$ cat src/rtl/bcd_score_accum.sv
// Serial digit-per-cycle BCD score accumulator with valid/ready add requests,
// saturation/wrap on overflow and an optional high-score register (BCD_SCORE_HISCORE_EN).
module bcd_score_accum #(
  parameter int NUM_DIGITS     = 4,
  parameter int SAT_EN_DEFAULT = 1
) (
  input  logic                    clk,
  input  logic                    rst,
  input  logic                    clr,
  input  logic                    add_valid,
  output logic                    add_ready,
  input  logic [4*NUM_DIGITS-1:0] add_bcd,
  output logic [4*NUM_DIGITS-1:0] score,
  output logic                    done,
  output logic                    sat,
  output logic [4*NUM_DIGITS-1:0] hiscore
);

  localparam int IW = (NUM_DIGITS > 1) ? $clog2(NUM_DIGITS) : 1;
  localparam logic [IW-1:0] LAST = IW'(NUM_DIGITS - 1);
  localparam logic [4*NUM_DIGITS-1:0] ALL9 = {NUM_DIGITS{4'h9}};

  typedef enum logic [1:0] {IDLE, ADD, COMMIT} state_t;

  state_t                       state;
  logic [NUM_DIGITS-1:0][3:0]   op, work, add_dig, op_clamp;
  logic [IW-1:0]                idx;
  logic                         carry;
  logic [4:0]                   dsum;
  logic [3:0]                   dres;
  logic [4*NUM_DIGITS-1:0]      commit_val;

  assign add_dig = add_bcd;

  // Non-BCD operand digits are forced to 9 so the serial adder only sees 0..9.
  for (genvar g = 0; g < NUM_DIGITS; g++) begin : g_clamp
    assign op_clamp[g] = (add_dig[g] > 4'd9) ? 4'd9 : add_dig[g];
  end

  always_comb begin
    dsum       = {1'b0, work[idx]} + {1'b0, op[idx]} + {4'd0, carry};
    dres       = (dsum > 5'd9) ? 4'(dsum - 5'd10) : dsum[3:0];
    commit_val = (carry && SAT_EN_DEFAULT != 0) ? ALL9 : work;
  end

  always_ff @(posedge clk or negedge rst) begin
    if (!rst) begin
      state     <= IDLE;
      add_ready <= 1'b1;
      score     <= '0;
      sat       <= 1'b0;
      done      <= 1'b0;
      op        <= '0;
      work      <= '0;
      idx       <= '0;
      carry     <= 1'b0;
    end else begin
      done <= 1'b0;
      if (clr) begin
        state     <= IDLE;
        add_ready <= 1'b1;
        score     <= '0;
        sat       <= 1'b0;
      end else begin
        case (state)
          IDLE: begin
            add_ready <= 1'b1;
            if (add_valid) begin
              op        <= op_clamp;
              work      <= score;
              idx       <= '0;
              carry     <= 1'b0;
              add_ready <= 1'b0;
              state     <= ADD;
            end
          end
          ADD: begin
            work[idx] <= dres;
            carry     <= (dsum > 5'd9);
            idx       <= idx + 1'b1;
            if (idx == LAST) state <= COMMIT;
          end
          COMMIT: begin
            score     <= commit_val;
            if (carry) sat <= 1'b1;
            done      <= 1'b1;
            add_ready <= 1'b1;
            state     <= IDLE;
          end
          default: state <= IDLE;
        endcase
      end
    end
  end

`ifdef BCD_SCORE_HISCORE_EN
  // Packed valid BCD orders the same as its decimal value, MSD first.
  always_ff @(posedge clk or negedge rst) begin
    if (!rst)
      hiscore <= '0;
    else if (state == COMMIT && !clr && commit_val > hiscore)
      hiscore <= commit_val;
  end
`else
  assign hiscore = '0;
`endif

endmodule

$ cat config.mk
export PLATFORM = sky130hd
export DESIGN_NAME = bcd_score_accum
export DESIGN_NICKNAME = d
export VERILOG_FILES = /design/src/rtl/bcd_score_accum.sv
export SDC_FILE = /design/constraint.sdc
export NUM_CORES = 1
export LEC_CHECK = 0
export ABC_AREA = 1
export ABC_CLOCK_PERIOD_IN_PS = 8150
export BUFFER_PORTS_ARGS = -buffer_cell sky130_fd_sc_hd__clkbuf_2
export CAP_MARGIN = 20
export CORE_ASPECT_RATIO = 1.5
export CORE_MARGIN = 4
export CORE_UTILIZATION = 59
export DETAILED_ROUTE_END_ITERATION = 16
export PLACE_DENSITY = 0.89
export SLEW_MARGIN = 0
export SYNTH_ARGS = -nofsm -noshare
export SYNTH_HDL_FRONTEND = slang
export SYNTH_SLANG_ARGS = --single-unit
$ cat constraint.sdc
create_clock -name clk -period 8.15 [get_ports clk]
set_input_delay 0.815 -clock clk [delete_from_list [all_inputs] [get_ports clk]]
set_output_delay 0.815 -clock clk [all_outputs]
set_load 0.01 [all_outputs]
==> results.yml, run 1 <==
status:
  status: "completed"
cts:
  cts_setup_buffers: 0
  cts.sinks: 56
  cts_made_buffers: 5
  cts-root-buf: "clkbuf_8"
  cts_tree: "built"
  clock_path_buffers: 2
  clk_pin_slew_ns: 0.11
  hold_buffers: 0
  ctsResizeCount: 0
  cts-htree-levels: 2
  clkLatencyLatePin_ns: 0.32
final_layout:
  antenna_cells: 0
  fin_util_pct: 66.5
  fillers: 429
  drive_above_1_share_pct: 13.4
  nets: 411
  syn2layout_area_growth_pct: 10.5
floorplanning:
  initial_core_util_pct: 60.2
  dieHeight_um: 93.8
  die_area_sq_um: 6120
  dieWidth_um: 65.2
  core_region_area_sq_um: 4810
  rows: 31
  pin_count: 55
routing:
  drt-pass1-iter-count: 4
  viasPerCell: 5.67
  wire_per_inst_um: 14.9
  drc_errors: 0
  drt-initial-drc-count: 198
  vias: 2541
  finalWirelength_um: 6670
  ant_nets: 0
critical_path:
  slowest_delay_ns: 0.68
  worst_path_max_delay_cell: "dfrtp_1"
  crit_top_cell: "nand2_1"
  start_kind: "flop"
  path_cells: "clkinv_1 -> o21ai_0 -> o22ai_1 -> fa_1 -> fa_1 -> inv_1 -> ha_1 -> inv_1 -> nor2_1 -> a21oi_1 -> nand2_1 -> nand2_1 -> nand2_1 -> nand2_1 -> nand2_1 -> a21oi_1"
  critPathKind: "reg2reg"
  endpoint_kind: "flop"
  crit_buf_inv: 3
  crit_arrival_ns: 4.18
  cp_max_fo: 20
  critical_path.top_delay_family: "adder cells"
  crit_required_ns: 8.40
synth:
  yosysMostFrequentCell: "nor2_1"
  synth_common_cells: "nor2_1 (60), dfrtp_1 (55), nand2_1 (49)"
  synth_flop_cell: "dfrtp_1"
  yosys_warnings: 0
  yosysUniqueCellTypes: 24
  synth-edff-count: 0
  synth_top_area_share_pct: 47.5
  synth-seq-cells: 56
  postSynthCellCount: 343
  synth_area_leader_cell: "dfrtp_1"
  syn-cell-area_sq_um: 2900
  synth_area_per_cell_sq_um: 8.44
  synth.top_cells.by_area: "dfrtp_1 (48%), nor2_1 (7.8%), nand2_1 (6.3%)"
  async_flop_share_pct: 100
  yosysSeqAreaShare_pct: 48.4
run:
  maxCapViolations: 0
timing:
  setup_viol: 0
  final_hold_viol_count: 0
  finalMaxSlewViolations: 0
  period_minus_slack_ns: 3.92
  rsz0062_at_grt: "false"
  tns_ns: 0
  worst_slew_pin_slew_ns: 0.815
  period_share_pct: 48.1
  finClkSkew_ns: 0.0108
  relSlewSlack_pct: 45.5
  fmax_mhz: 255
grt:
  met1_usage_pct: 27.3
  gr-total-overflow: 0
  antenna_found_initial: 0
  grt_pass1_wl_um: 11400
  grt_max_degree: 57
  gr-usage-met2_pct: 42.1
  met3_usage_pct: 3.83
  grt_pass1_vias: 2494
  grt_usage_pct: 24.5
  top_usage_layer: "met2"
placement:
  port_buffers: 38
  gp_congestion: 1.02
  hpwl_um: 4980
hold_path:
  hold_class: "reg2reg"
power:
  ir_worst_vdd_mv: 0.253
  p_leak_nw: 1.59
  finalPower_w: 0.00112
  p_per_area_nw_per_um2: 351
[per-layer routing]
layer  part of all wire [%]  wire length (um)  up-vias
li1                       -                 -     1215
met1                     37              2490     1194
met2                     51              3430      104
met3                    5.3               352       28
met4                    5.9               391        0
met5                      0                 0        -
[area by class of cell]
| type | count | area [sq um] | area share (%) |
|---|---|---|---|
| clock inverters | 3 | 46.3 | 1.45 |
| inverters | 22 | 82.6 | 2.58 |
| well taps | 66 | 82.6 | 2.58 |
| flip-flops and latches | 56 | 1400 | 43.8 |
| clock buffers | 5 | 68.8 | 2.15 |
| repair buffers | 40 | 205 | 6.41 |
| multi-input cells | 256 | 1310 | 41.0 |
[cells in the final DEF (no fill, tap or decap), types with 4 or more instances in the layout]
cell	synthesis	final
nor2_1	60	60
o22ai_1	8	8
nand2_1	49	49
o21ai_0	35	35
nand3_1	19	19
o21ai_1	4	4
a32o_1	8	8
inv_1	16	16
a22oi_1	4	4
a22o_1	8	8
conb_1	1	16
ha_1	8	8
clkinv_1	6	6
dfrtp_1	55	55
clkbuf_2	0	38
a21oi_1	32	32
clkbuf_8	0	5
[through the flow]
step / cells / hold WS, ns / worst slack (ns) / area, sq um
floorplan: 358 / 0.461 / 5.01 / 2950
global placement: 439 / 0.466 / 4.47 / 3080
detailed placement: 439 / 0.473 / 4.30 / 3080
CTS: 447 / 0.499 / 4.28 / 3190
global route: 448 / 0.529 / 3.74 / 3200
finish: 448 / 0.493 / 4.23 / 3200
[power by group]
group | internal, W | leakage, nW | total (W) | switching [W]
sequential | 0.000328 | 0.717 | 0.000390 | 0.0000615
combinational | 0.000181 | 0.819 | 0.000546 | 0.000365
clock | 0.0000927 | 0.0548 | 0.000187 | 0.0000939
total | 0.000602 | 1.59 | 0.00112 | 0.000520
[worst min-delay path: cells and delay by family, from the launching register on]
kind             cells  cell delay [ns]
DFF                  1             0.36
and+or+nand+nor      2             0.11
[flip-flops by register name (all words and copies together) (netlist names)]
signal and cells:
idx 2, carry 1, score 16, sat 1, done 1, work 16
add_ready 1, state 2, op 16
[cells by family (layout without fill, tap and decap cells)]
group           after synthesis  in the layout  synth area share, %
compound gates               99             99                 20.2
fa+ha+maj                    10             10                 4.84
buf+inv                      46             70                 8.25
flops                        56             56                 48.4
other cells                   1             16                0.129
simple gates                131            131                 18.1
[final timing paths]
kind / start / endpoint / slack, ns / cells past startpoint
min: sat$_DFFE_PN0P_ / sat$_DFFE_PN0P_ / 0.49 / 2
max reg2reg: idx[0]$_DFFE_PN0P_ / work[7]$_DFFE_PN0P_ / 4.23 / 16
max: idx[0]$_DFFE_PN0P_ / work[7]$_DFFE_PN0P_ / 4.23 / 16
min in group asynchronous: rst / score[9]$_DFFE_PN0P_ / 0.59 / 2
min reg2reg: sat$_DFFE_PN0P_ / sat$_DFFE_PN0P_ / 0.49 / 2
max in group asynchronous: rst / score[11]$_DFFE_PN0P_ / 7.07 / 2
Note: power is estimated with default switching activity, not from simulation.
==> run 2: changes to the inputs <==
--- a/config.mk
+++ b/config.mk
@@ -6,14 +6,14 @@
 export NUM_CORES = 1
 export LEC_CHECK = 0
 export ABC_AREA = 1
-export ABC_CLOCK_PERIOD_IN_PS = 8150
+export ABC_CLOCK_PERIOD_IN_PS = 4000
 export BUFFER_PORTS_ARGS = -buffer_cell sky130_fd_sc_hd__clkbuf_2
 export CAP_MARGIN = 20
 export CORE_ASPECT_RATIO = 1.5
 export CORE_MARGIN = 4
-export CORE_UTILIZATION = 59
+export CORE_UTILIZATION = 55
 export DETAILED_ROUTE_END_ITERATION = 16
-export PLACE_DENSITY = 0.89
+export PLACE_DENSITY = 0.84
 export SLEW_MARGIN = 0
 export SYNTH_ARGS = -nofsm -noshare
 export SYNTH_HDL_FRONTEND = slang
==> constraint.sdc (replaced) <==
create_clock -name clk -period 4 [get_ports clk]
set_input_delay 0.4 -clock clk [delete_from_list [all_inputs] [get_ports clk]]
set_output_delay 0.4 -clock clk [all_outputs]
set_load 0.01 [all_outputs]
==> results.yml, run 2 (same netlist as run 1, synthesis figures left out) <==
routing:
  drc_errors: 0
  drt-pass1-iter-count: 5
  drt-initial-drc-count: 173
  finalWirelength_um: 6800
  viasPerCell: 5.78
  vias: 2612
  wire_per_inst_um: 15.0
  ant_nets: 0
floorplanning:
  initial_core_util_pct: 56.5
  dieHeight_um: 96.9
  rows: 32
  dieWidth_um: 67.3
  die_area_sq_um: 6520
  core_region_area_sq_um: 5120
  pin_count: 55
final_layout:
  nets: 413
  antenna_cells: 0
  drive_above_1_share_pct: 13.5
  final_cell_mix: "nor2_1 (60), dfrtp_1 (55), nand2_1 (49), clkbuf_2 (38), o21ai_0 (35)"
  fillers: 476
  layout_commonest_cell: "nor2_1"
  largest_registers: "op: 16 flops, score: 16 flops, work: 16 flops"
  stdcell_count: 452
  syn2layout_area_growth_pct: 11.0
power:
  ir_worst_vdd_mv: 0.448
  p_sw_w: 0.00108
  p_per_area_nw_per_um2: 719
  p_clk_share_pct: 16.2
  netSwitchingFraction_pct: 46.7
  pwr-share-comb_pct: 50.4
  power.internal_w: 0.00123
  p_leak_nw: 1.60
  seqPwrFrac_pct: 33.4
timing:
  period_share_pct: 87.4
  rsz0062_at_grt: "false"
  worst_slew_pin_slew_ns: 0.806
  finalMaxSlewViolations: 0
  tns_ns: 0
  setup_viol: 0
  period_minus_slack_ns: 3.50
  final_hold_viol_count: 0
  finClkSkew_ns: 0.0146
  fmax_mhz: 286
  relSlewSlack_pct: 46.2
critical_path:
  r2r_cells: 17
  crit_buf_inv: 2
  cp_max_fo: 11
  worst_path_max_delay_cell: "dfrtp_1"
  crit_arrival_ns: 3.75
  start_kind: "flop"
  endpoint_kind: "flop"
  slowest_delay_ns: 0.57
  path_cells: "clkinv_1 -> o21ai_0 -> o22ai_1 -> fa_1 -> fa_1 -> nand2_1 -> nand2_1 -> ha_1 -> inv_1 -> nor2_1 -> a21oi_1 -> nand2_1 -> nand2_1 -> nand2_1 -> nand2_1 -> nand2_1 -> a21oi_1"
  crit_top_cell: "nand2_1"
  r2r_start: "idx[1]$_DFFE_PN0P_"
  critPathKind: "reg2reg"
  r2r_end: "work[15]$_DFFE_PN0P_"
  rrSetupSlack_ns: 0.50
  critical_path.top_delay_family: "adder cells"
  crit_required_ns: 4.25
cts:
  ctsResizeCount: 0
  cts-root-buf: "clkbuf_8"
  cts_tree: "built"
  clk_pin_slew_ns: 0.10
  cts.sinks: 56
  clkLatencyLatePin_ns: 0.32
  clock_path_buffers: 2
  cts-htree-levels: 2
  hold_buffers: 1
  cts_made_buffers: 5
  cts_setup_buffers: 0
hold_path:
  hold_class: "in2reg"
  hold_start: "add_bcd[13]"
  holdPathEnd: "op[13]$_DFFE_PN0P_"
  min_path_cells: 2
placement:
  hpwl_um: 5110
  port_buffers: 38
  gp_congestion: 0.915
  placed_cells: 442
grt:
  gr-total-overflow: 0
  grt_pass1_vias: 2497
  grt_max_degree: 49
  grt_pass1_wl_um: 11100
  antenna_found_initial: 0
  grt_usage_pct: 22.1
run:
  maxCapViolations: 0
status:
  status: "completed"
run 2: power groups by stage:
stage               combinational [W]  sequential (W)  clock [W]
floorplan                    0.000882        0.000740          0
global placement              0.00111        0.000775          0
detailed placement            0.00113        0.000777          0
CTS                           0.00114        0.000767   0.000374
global route                  0.00130        0.000781   0.000395
finish                        0.00117        0.000771   0.000374
run 2: how the worst max path moves through the flow:
stage	end	depth (start not counted)	slack, ns	startpoint
global route	work[15]$_DFFE_PN0P_	17	0.21	idx[1]$_DFFE_PN0P_
CTS	work[15]$_DFFE_PN0P_	16	0.55	idx[1]$_DFFE_PN0P_
finish	work[15]$_DFFE_PN0P_	17	0.50	idx[1]$_DFFE_PN0P_
global placement	work[3]$_DFFE_PN0P_	16	0.68	idx[1]$_DFFE_PN0P_
detailed placement	work[15]$_DFFE_PN0P_	16	0.58	idx[1]$_DFFE_PN0P_
floorplan	work[11]$_DFFE_PN0P_	17	0.86	idx[0]$_DFFE_PN0P_
run 2: metal layers:
layer,global-route usage (%),wire length (um),vias up
li1,-,-,1217
met1,23.9,2530,1249
met2,38.8,3540,113
met3,3.83,357,33
met4,12.3,376,0
met5,0,0,-
run 2: final cells by class:
cell class | count | area (sq um) | area share [%]
sequential | 56 | 1400 | 43.6
clock buffer | 5 | 68.8 | 2.14
clock inverter | 3 | 42.5 | 1.32
tap | 68 | 85.1 | 2.65
timing repair buffer | 42 | 223 | 6.93
multi-input combinational | 256 | 1310 | 40.8
inverter | 22 | 82.6 | 2.57
run 2: per-stage QoR:
step                total power [W]  setup slack (ns)  hold slack, ns  area [sq um]  util [%]
finish                      0.00231             0.505           0.306          3220      62.7
global route                0.00248             0.207           0.314          3220      62.7
CTS                         0.00229             0.550           0.306          3210      62.6
detailed placement          0.00191             0.581           0.267          3090      60.2
global placement            0.00188             0.678           0.260          3090      60.2
floorplan                   0.00162             0.865           0.104          2950         -
==> run 3: changes to the inputs <==
--- a/config.mk
+++ b/config.mk
@@ -9,7 +9,7 @@
 export ABC_CLOCK_PERIOD_IN_PS = 4000
 export BUFFER_PORTS_ARGS = -buffer_cell sky130_fd_sc_hd__clkbuf_2
 export CAP_MARGIN = 20
-export CORE_ASPECT_RATIO = 1.5
+export CORE_ASPECT_RATIO = 0.8
 export CORE_MARGIN = 4
 export CORE_UTILIZATION = 55
 export DETAILED_ROUTE_END_ITERATION = 16
==> results.yml, run 3 (same netlist as run 1, synthesis figures left out) <==
power:
  p_leak_nw: 1.62
  p_per_area_nw_per_um2: 757
  ir_worst_vdd_mv: 0.398
cts:
  hold_buffers: 0
  clk_pin_slew_ns: 0.10
  clkLatencyLatePin_ns: 0.32
  cts_tree: "built"
  cts_made_buffers: 5
  cts-root-buf: "clkbuf_8"
  cts-htree-levels: 2
  ctsResizeCount: 0
  clock_path_buffers: 2
  cts_setup_buffers: 0
  cts.sinks: 56
critical_path:
  start_kind: "flop"
  critPathKind: "reg2reg"
  endpoint_kind: "flop"
  cp_max_fo: 11
  crit_arrival_ns: 3.85
  r2r_cells: 17
  crit_required_ns: 4.25
timing:
  tns_ns: 0
  whs_ns: 0.198
  period_share_pct: 90.0
  relSlewSlack_pct: 44.7
  period_minus_slack_ns: 3.60
  finalMaxSlewViolations: 0
  final_hold_viol_count: 0
  rsz0062_at_grt: "false"
  finClkSkew_ns: 0.00895
  setup_viol: 0
  worst_slew_pin_slew_ns: 0.828
  fmax_mhz: 278
routing:
  finalWirelength_um: 6870
  vias: 2601
  drc_errors: 0
  drt-initial-drc-count: 298
  wire_per_inst_um: 15.4
  drt-pass1-iter-count: 5
  ant_nets: 0
  viasPerCell: 5.83
floorplanning:
  core_region_area_sq_um: 5060
  dieWidth_um: 89.1
  die_area_sq_um: 6500
  rows: 23
  pin_count: 55
  dieHeight_um: 72.9
  initial_core_util_pct: 57.2
final_layout:
  antenna_cells: 0
  nets: 413
  fin_area_sq_um: 3250
  largest_registers: "op: 16 flops, score: 16 flops, work: 16 flops"
  layout_commonest_cell: "nor2_1"
  final_cell_mix: "nor2_1 (60), dfrtp_1 (55), nand2_1 (49), clkbuf_2 (38), o21ai_0 (35)"
  syn2layout_area_growth_pct: 12.3
  stdcell_count: 446
  drive_above_1_share_pct: 13.8
placement:
  placed_cells: 437
  port_buffers: 38
  hpwl_um: 5050
  gp_congestion: 0.988
  place_area_sq_um: 3090
grt:
  grt_usage_pct: 22.6
  antenna_found_initial: 0
  grt_max_degree: 57
  grt_pass1_vias: 2445
  gr-total-overflow: 0
  grt_pass1_wl_um: 11500
run:
  maxCapViolations: 0
hold_path:
  hold_class: "in2async"
status:
  status: "completed"
-- run 3: final timing paths --
kind                       slack [ns]               start              endpoint
setup / recovery                 0.40  idx[1]$_DFFE_PN0P_  work[15]$_DFFE_PN0P_
hold / removal                   0.20                 rst  score[8]$_DFFE_PN0P_
setup reg to reg                 0.40  idx[1]$_DFFE_PN0P_  work[15]$_DFFE_PN0P_
hold reg to reg                  0.50     sat$_DFFE_PN0P_       sat$_DFFE_PN0P_
max in group asynchronous        3.34                 rst   work[1]$_DFFE_PN0P_
min in group clk                 0.31         add_bcd[14]    op[14]$_DFFE_PN0P_
-- run 3: area by class of cell --
type,instances,area [sq um]
clock inverters,3,90.1
clock buffers,5,68.8
multi-input cells,256,1310
flip-flops and latches,56,1400
well taps,62,77.6
inverters,22,82.6
fillers,437,1810
repair buffers,42,220
-- run 3: power breakdown --
group / internal, W / total, W / switching (W)
clock: 0.000313 / 0.000497 / 0.000184
sequential: 0.000669 / 0.000770 / 0.000101
combinational: 0.000375 / 0.00120 / 0.000821
total: 0.00136 / 0.00246 / 0.00111
-- run 3: routing by layer --
metal / track usage (%) / wire length [um]
met5: 0 / 0
met4: 7.60 / 135
met3: 4.18 / 493
met2: 34.7 / 3190
met1: 32.4 / 3050
-- run 3: worst max-delay path: stages, from the launching register on --
cell      delay (ns)
dfrtp_1         0.53
clkinv_1        0.31
o21ai_0         0.16
o22ai_1         0.11
fa_1            0.47
fa_1            0.47
nand2_1         0.10
nand2_1         0.12
ha_1            0.23
inv_1           0.08
nor2_1          0.05
a21oi_1         0.16
nand2_1         0.14
nand2_1         0.17
nand2_1         0.07
nand2_1         0.13
nand2_1         0.07
a21oi_1         0.14
-- run 3: through the flow --
stage                     util (%)  worst slack [ns]  power (W)
after floorplan                  -             0.865    0.00162
after global placement        60.9             0.825    0.00185
after detailed placement      60.9             0.607    0.00191
after CTS                     64.1             0.498    0.00243
after global routing          64.2             0.106    0.00266
final                         64.2             0.399    0.00246
